==> config.mk <==
export PLATFORM = sky130hd
export DESIGN_NAME = eth_min_frame_padder
export DESIGN_NICKNAME = d
export VERILOG_FILES = /design/src/rtl/eth_min_frame_padder.sv
export SDC_FILE = /design/constraint.sdc
export NUM_CORES = 1
export LEC_CHECK = 0
export ABC_AREA = 1
export BUFFER_PORTS_ARGS = -buffer_cell sky130_fd_sc_hd__buf_4
export CELL_PAD_IN_SITES_DETAIL_PLACEMENT = 0
export CELL_PAD_IN_SITES_GLOBAL_PLACEMENT = 2
export CORE_MARGIN = 5
export CORE_UTILIZATION = 29
export DETAILED_ROUTE_END_ITERATION = 10
export GPL_TIMING_DRIVEN = 0
export PLACE_DENSITY_LB_ADDON = 0.1
export SETUP_SLACK_MARGIN = 0.2
export SLEW_MARGIN = 30
export SYNTH_ARGS = -nofsm -noshare
export SYNTH_HDL_FRONTEND = slang
export SYNTH_SLANG_ARGS = --single-unit
==> constraint.sdc <==
create_clock -name clk -period 3.35 [get_ports clk]
set_clock_uncertainty 0.2 [all_clocks]
set_input_delay 0.335 -clock clk [delete_from_list [all_inputs] [get_ports clk]]
set_output_delay 0.335 -clock clk [all_outputs]
set_load 0.02 [all_outputs]
==> src/rtl/eth_min_frame_padder.sv <==
// Purpose: pads Ethernet frames (no FCS) shorter than MIN_BYTES with zero bytes.
// Latency: one registered output stage, 1 cycle in -> out.
// Backpressure: sink ready = output slot free and not emitting pad beats; output held while stalled.
// Ports: clk/rst (async, active-high); snk_* Avalon-ST sink (data/valid/sop/eop/empty, ready out);
//        src_* Avalon-ST source (data/valid/sop/eop/empty, ready in); sync_err 1-cycle framing-error pulse;
//        padded_cnt (only with PADDER_STATS_EN defined) counts frames that needed pad beats.
// Byte 0 of a beat is data[31:24]; empty counts unused bytes at the low end of the last beat.
module eth_min_frame_padder #(
  parameter int DATA_WIDTH = 32,
  parameter int MIN_BYTES  = 60
) (
  input  logic                  clk,
  input  logic                  rst,
  input  logic [DATA_WIDTH-1:0] snk_data,
  input  logic                  snk_valid,
  input  logic                  snk_sop,
  input  logic                  snk_eop,
  input  logic [1:0]            snk_empty,
  output logic                  snk_ready,
  output logic [DATA_WIDTH-1:0] src_data,
  output logic                  src_valid,
  output logic                  src_sop,
  output logic                  src_eop,
  output logic [1:0]            src_empty,
  input  logic                  src_ready,
  output logic                  sync_err
`ifdef PADDER_STATS_EN
  ,
  output logic [15:0]           padded_cnt
`endif
);

  localparam int CW = $clog2(MIN_BYTES) + 1;
  // One extra bit so byte_cnt + 4 never wraps.
  localparam int SW = CW + 1;
  localparam logic [SW-1:0] MIN_W = SW'(MIN_BYTES);
  localparam logic [CW-1:0] MIN_C = CW'(MIN_BYTES);
  localparam logic [1:0] PAD_EMPTY = 2'((4 - MIN_BYTES % 4) % 4);

  typedef enum logic [1:0] {IDLE, PKT, PAD} state_t;

  state_t                state, state_nxt;
  logic [CW-1:0]         byte_cnt, cnt_nxt;
  logic [DATA_WIDTH-1:0] data_nxt;
  logic                  valid_nxt, sop_nxt, eop_nxt, err_nxt;
  logic [1:0]            empty_nxt;
  logic                  load, acc;
  logic [2:0]            beat_bytes;
  logic [SW-1:0]         base, total, rounded, pad_next;
  logic [DATA_WIDTH-1:0] keep_mask;
`ifdef PADDER_STATS_EN
  logic                  stat_inc;
`endif

  assign load      = !src_valid || src_ready;
  // Gated by rst so ready reads 0 while reset is held.
  assign snk_ready = !rst && load && (state != PAD);
  assign acc       = snk_valid && snk_ready;

  // A sop beat always restarts the count, even if it arrives mid-frame.
  assign base       = snk_sop ? '0 : SW'(byte_cnt);
  assign beat_bytes = snk_eop ? (3'd4 - {1'b0, snk_empty}) : 3'd4;
  assign total      = base + SW'(beat_bytes);
  assign rounded    = base + SW'(3'd4);
  assign pad_next   = SW'(byte_cnt) + SW'(3'd4);
  assign keep_mask  = {DATA_WIDTH{1'b1}} << {snk_empty, 3'b000};

  always_ff @(posedge clk or posedge rst) begin
    if (rst) begin
      state     <= IDLE;
      byte_cnt  <= '0;
      src_data  <= '0;
      src_valid <= 1'b0;
      src_sop   <= 1'b0;
      src_eop   <= 1'b0;
      src_empty <= 2'd0;
      sync_err  <= 1'b0;
    end else begin
      state     <= state_nxt;
      byte_cnt  <= cnt_nxt;
      src_data  <= data_nxt;
      src_valid <= valid_nxt;
      src_sop   <= sop_nxt;
      src_eop   <= eop_nxt;
      src_empty <= empty_nxt;
      sync_err  <= err_nxt;
    end
  end

  always_comb begin
    state_nxt = state;
    cnt_nxt   = byte_cnt;
    data_nxt  = src_data;
    valid_nxt = src_valid;
    sop_nxt   = src_sop;
    eop_nxt   = src_eop;
    empty_nxt = src_empty;
    err_nxt   = 1'b0;
`ifdef PADDER_STATS_EN
    stat_inc  = 1'b0;
`endif
    // A free slot with nothing new to put in it becomes a bubble.
    if (load) valid_nxt = 1'b0;

    case (state)
      PAD: begin
        if (load) begin
          valid_nxt = 1'b1;
          data_nxt  = '0;
          sop_nxt   = 1'b0;
          if (pad_next >= MIN_W) begin
            eop_nxt   = 1'b1;
            empty_nxt = PAD_EMPTY;
            state_nxt = IDLE;
            cnt_nxt   = '0;
          end else begin
            eop_nxt   = 1'b0;
            empty_nxt = 2'd0;
            cnt_nxt   = CW'(pad_next);
          end
        end
      end
      IDLE, PKT: begin
        if (acc) begin
          // sop inside a frame: the old frame is abandoned unterminated.
          if (snk_sop && state == PKT) err_nxt = 1'b1;
          if (!snk_sop && state == IDLE) begin
            // Orphan beat outside any frame: swallowed.
            err_nxt = 1'b1;
          end else begin
            valid_nxt = 1'b1;
            data_nxt  = snk_data;
            sop_nxt   = snk_sop;
            eop_nxt   = snk_eop;
            empty_nxt = snk_empty;
            if (!snk_eop) begin
              state_nxt = PKT;
              cnt_nxt   = (total >= MIN_W) ? MIN_C : CW'(total);
            end else if (total >= MIN_W) begin
              state_nxt = IDLE;
              cnt_nxt   = '0;
            end else begin
              // Short frame: the tail bytes become the first pad bytes.
              data_nxt  = snk_data & keep_mask;
              empty_nxt = 2'd0;
              if (rounded >= MIN_W) begin
                state_nxt = IDLE;
                cnt_nxt   = '0;
              end else begin
                eop_nxt   = 1'b0;
                state_nxt = PAD;
                cnt_nxt   = CW'(rounded);
`ifdef PADDER_STATS_EN
                stat_inc  = 1'b1;
`endif
              end
            end
          end
        end
      end
      default: begin
        state_nxt = IDLE;
        cnt_nxt   = '0;
      end
    endcase
  end

`ifdef PADDER_STATS_EN
  always_ff @(posedge clk or posedge rst) begin
    if (rst) padded_cnt <= 16'd0;
    else if (stat_inc && padded_cnt != 16'hFFFF) padded_cnt <= padded_cnt + 16'd1;
  end
`endif

endmodule

======== Yosys cells after proc, flatten, opt, wreduce, memory -nomap -nowiden ========
Index checks and enable logic that the tools add are counted.
storage, ports and cells
  register bits after elaboration ......... 47
  bits of input ports ..................... 40
  logic and storage cells ................. 91
  output and inout port bits .............. 39
operators by class
  $lt $le $gt $ge ......................... 3
  add/subtract/negate cells ............... 4
  multiplexer cells ....................... 52
  eq/ne operators ......................... 7
  shifts and indexed selects .............. 1
  reduce and logical (&&, ||, !) cells .... 15
  bitwise operators ....................... 1
operators by type and width
  cell                   number
  $mux 32                5
  $pmux 32 s2            1
  $mux 7                 9
  $and 32x32->32         1
  $shl 32x5->32 const A  1
  $ge 8x6->1 const B     3
  $mux 2                 12
  $mux 1                 18
  $add 7x3->8 const B    2
  $pmux 7 s2             1
  $ne 2x2->1 const B     5
  $add 7x3->8            1
  $pmux 2 s2             2
  $reduce_and 4->1       2
  $pmux 1 s2             3
  $logic_and 1x1->1      5
  $logic_not 1->1        3
  $mux 3                 1
  $reduce_and 3->1       1
  $sub 3x2->3 const A    1
  $eq 2x1->1 const B     1
  $eq 2x2->1 const B     1
  $logic_not 2->1        1
  $reduce_bool 2->1      1
  other kinds (2)        2

======== Longest topological paths before layout ========
  word-level depth ........................ 9
  depth in mapped cells ................... 20
  mapped depth without buffers ............ 20

======== Worst setup path before layout ========
OpenSTA, ideal clock, no wires.
  path type ............................... input to register
  start ................................... input port snk_sop
  end ..................................... register src_data[0]
  setup slack ............................. 0.800 ns
  data arrival time ....................... 2.232 ns
  stages on the path ...................... 15
  data required time ...................... 3.033 ns
  path through ............................ buf_6 -> nor2_1 -> ha_1 -> inv_1 -> fa_1 -> inv_1 -> nand4_1 -> nand3_1 -> nand2_1 -> nor2_2 -> nand2_2 -> nor2_8 -> nand2_4 -> nand3_1 -> nand2_1
on the way
  longest elaborated chain between the ends .. 8
  elaborated cells on any way between the ends .. 12
  classes of those cells .................. add/sub (1); order compare (1); eq/ne (1); mux (6); reduce/logical (3)
RTL lines
  what                  line  RTL
  start, declared       16    input logic snk_sop,
  $mux 7                61    assign base = snk_sop ? '0 : SW'(byte_cnt);
  $add 7x3->8           63    assign total = base + SW'(beat_bytes);
  $ge 8x6->1            139   end else if (total >= MIN_W) begin
  $mux 32               139
  $mux 32               136   if (!snk_eop) begin
  $mux 32               127   if (!snk_sop && state == IDLE) begin
  $mux 32               124   if (acc) begin
  $pmux 32 s2           105   case (state)
  end signal, assigned  81    src_data <= data_nxt;
  end, declared         20    output logic [DATA_WIDTH-1:0] src_data,
Several ways; a longest one is shown, not always the timed one. The select of a mux whose other input is x is not followed.
A chain may end at the register's enable or synchronous reset.

======== Final worst setup path ========
  start ................................... register byte_cnt[0]
  end ..................................... register src_data[2]
on the way
  longest elaborated chain between the ends .. 8
RTL lines
  what                    line  RTL
  start, declared         43    logic [CW-1:0] byte_cnt, cnt_nxt;
  start signal, assigned  80    byte_cnt <= cnt_nxt;
  $mux 7                  61
  $add 7x3->8             63
  $ge 8x6->1              139
  $mux 32                 139
  $mux 32                 136
  $mux 32                 127
  $mux 32                 124
  $pmux 32 s2             105
No other way between the ends. The select of a mux whose other input is x is not followed.

==> impl_metrics.json <==
{
  "peakVddDrop_mv": 0.1936,
  "ys_seq_area_frac": 0.4300,
  "layout.cells.non_filler": 546,
  "die_w_um": 107.1,
  "status": "completed",
  "cts.clk_slew.worst_paths_ns": 0.10,
  "period_needed_ns": 2.770,
  "synth-compound-area-share": 0.07091,
  "placed_cells": 537,
  "wl_met2_um": 3658,
  "syn2layout_area_growth_pct": 31.20,
  "core_area_sq_um": 9196,
  "highest_layer": "met4",
  "grt_max_degree": 40,
  "power_uw": 2782,
  "diodes": 0,
  "synthTopCellsByArea": "dfrtp_1 43%, nand2_1 17%, nand3_1 8.4%",
  "yosysMostFrequentCell": "nand2_1",
  "dr_wl_met3_um": 414,
  "path_cells": "inv_1, nor2_1, ha_1, inv_1, fa_1, inv_1, nand2_1, nand2_1, nand3_1, nand2_1, nor2_1, nand2_1, nand2_2, nor2_8, nand2_4, nand3_1, nand2_1",
  "syn-num-nets": 398,
  "rsz0062_at_grt": "false",
  "drc_errors": 0,
  "grt_pass1_wl_um": 13070,
  "placed_cell_area_sq_um": 3475,
  "crit_type": "flop to flop",
  "fmax_mhz": 361.0,
  "cp-start-kind": "flop",
  "muxShareOfSynthArea": 0,
  "synthFlopType": "dfrtp_1",
  "synth-xor-area-share": 0.009607,
  "reg2reg_setup_slack_ns": 0.58,
  "crit_top_cell": "nand2_1",
  "die_h_um": 107.1,
  "synth_warnings": 0,
  "ctsRootBufferMaster": "clkbuf_8",
  "seq_area_sq_um": 1176,
  "ant_nets": 0,
  "power.density_nw_per_um2": 775.4,
  "worstPathArrival_ns": 2.76,
  "wl_met1_um": 3628,
  "numCtsBuffers": 5,
  "cp_max_fo": 8,
  "drive_gt1_frac": 0.2713,
  "yosys-top-cells-count": "123 x nand2_1, 47 x dfrtp_1, 46 x nand3_1",
  "yosysUniqueCellTypes": 34,
  "dpl.hpwl_um": 6074,
  "fin_area_sq_um": 3588,
  "crit_family": "simple AND/OR/NAND/NOR gates",
  "finalCritPeriodShare": 0.8269,
  "setup-violations-final": 0,
  "antenna_found_initial": 0,
  "multi_input_area_sq_um": 1323,
  "syn_area_sq_um": 2735,
  "port_buffers": 77,
  "synth_edf_count": 0,
  "synth_top_family_by_area": "simple AND/OR/NAND/NOR gates",
  "rows": 35,
  "cts_max_level": 2,
  "path_buf_inv": 3,
  "synth_top_area_cell": "dfrtp_1",
  "crit_slowest_cell": "fa_1",
  "hold_class": "input port to flop",
  "clock_latency_ns": 0.30,
  "synth_seq_cells": 47,
  "power.leakage_uw": 0.001993,
  "n_fill_cell": 1022,
  "slew_violations": 0,
  "synthAdderAreaFrac": 0.04849,
  "gp_congestion": 0.7783,
  "cts_tree": "built",
  "grt_pass1_vias": 2636,
  "critPathRequiredTime_ns": 3.34,
  "track_usage": 0.1413,
  "tightestPinTransition_ns": 0.4803,
  "num_io_pins": 79,
  "vias_per_cell": 4.647,
  "worstSetupEndpointType": "flop",
  "synth.avg_cell_area_sq_um": 7.860,
  "overflow": 0,
  "cap_violations": 0,
  "synth_top_area_frac": 0.4300,
  "async_reset_ff_frac": 1.000,
  "cts.path.max_buffers": 2,
  "drt_iter0_drc": 116,
  "routedWlPerCell_um": 14.27,
  "wl_um": 7792,
  "vias": 2537,
  "initial_core_util": 0.2974,
  "fp.dieArea_sq_um": 11470,
  "finalSetupTns_ns": 0,
  "slew_headroom": 0.6798,
  "worst_path_largest_cell_delay_ns": 0.40,
  "cts.sinks": 47,
  "yosys.area_share.simple": 0.3527,
  "dr.pass1.iters": 4,
  "layout.nets": 484,
  "synth_cells": 348,
  "final_hold_viol_count": 0
}
[cell type report]
class	instances	area share
inverters	42	0.04603
plain buffers	9	0.02197
repair buffers	79	0.1695
clock inverters	2	0.004533
multi-input cells	250	0.3686
well taps	111	0.03870
flip-flops and latches	47	0.3278
clock buffers	6	0.02301
[worst reg2reg max path: cells and delay by family (launching register included)]
kind | cells | cell delay (ns)
fa+ha+maj | 2 | 0.63
buf+inv | 3 | 0.24
flops | 1 | 0.34
simple gates | 12 | 1.28
[state kept, by name (all words and copies together) (netlist names)]
name,cells
src_data,32
byte_cnt,7
src_empty,2
state,2
src_eop,1
src_sop,1
src_valid,1
sync_err,1
[metal layers]
metal,vias to the layer above,GRT usage
met5,-,0
met4,0,0.03836
met3,6,0.02228
met2,63,0.2391
met1,1180,0.1870
li1,1288,-
[cells by family after synthesis]
family                     count (synthesis)
buffers and inverters                     51
xor gates and xnor gates                   3
adders and majority gates                 10
AOI/OAI and AO/OA                         27
and+or+nand+nor                          210
DFF                                       47
[final timing paths]
kind | from | end | cells past startpoint
worst min register to register | src_data[17]$_DFFE_PP0P_ | src_data[17]$_DFFE_PP0P_ | 2
worst max-delay path | byte_cnt[0]$_DFFE_PP0P_ | src_data[2]$_DFFE_PP0P_ | 17
max in group asynchronous | rst | src_data[2]$_DFFE_PP0P_ | 4
worst max register to register | byte_cnt[0]$_DFFE_PP0P_ | src_data[2]$_DFFE_PP0P_ | 17
worst min-delay path | snk_data[27] | src_data[27]$_DFFE_PP0P_ | 2
min in group asynchronous | rst | sync_err$_DFF_PP0_ | 3
[what timing repair did]
action | CTS | global route
gates resized for setup | 0 | 1
buffers inserted | 0 | 0
hold buffers | 1 | 0
setup endpoints to repair | 0 | 1
endpoints found under the hold margin | 47 | 0
[metrics by stage]
step / setup WS (ns) / hold WS (ns) / utilization
floorplan: 0.8003 / 0.2677 / -
global placement: 0.3648 / 0.2636 / 0.3754
detailed placement: 0.3416 / 0.06232 / 0.3778
CTS: 0.5062 / 0.03552 / 0.3897
global route: 0.2324 / 0.03073 / 0.3902
finish: 0.5798 / 0.04455 / 0.3902
[layout by cell type, fill, tap and decap left out, drive strengths merged, types with 2 or more instances in the layout]
cell type,count
a21oi,3
nand3,46
a22o,8
buf,87
xor2,2
dfrtp,47
nand2,128
o21ai,9
ha,9
o31ai,3
inv,42
nand3b,2
clkbuf,6
nor2,24
nand4,7
[power by group]
group	switching, uW	total (uW)	internal (uW)
Combinational	898	1490	591
Clock	206	375	169
Sequential	137	918	781
No activity file was read; power rests on OpenSTA's default activity.
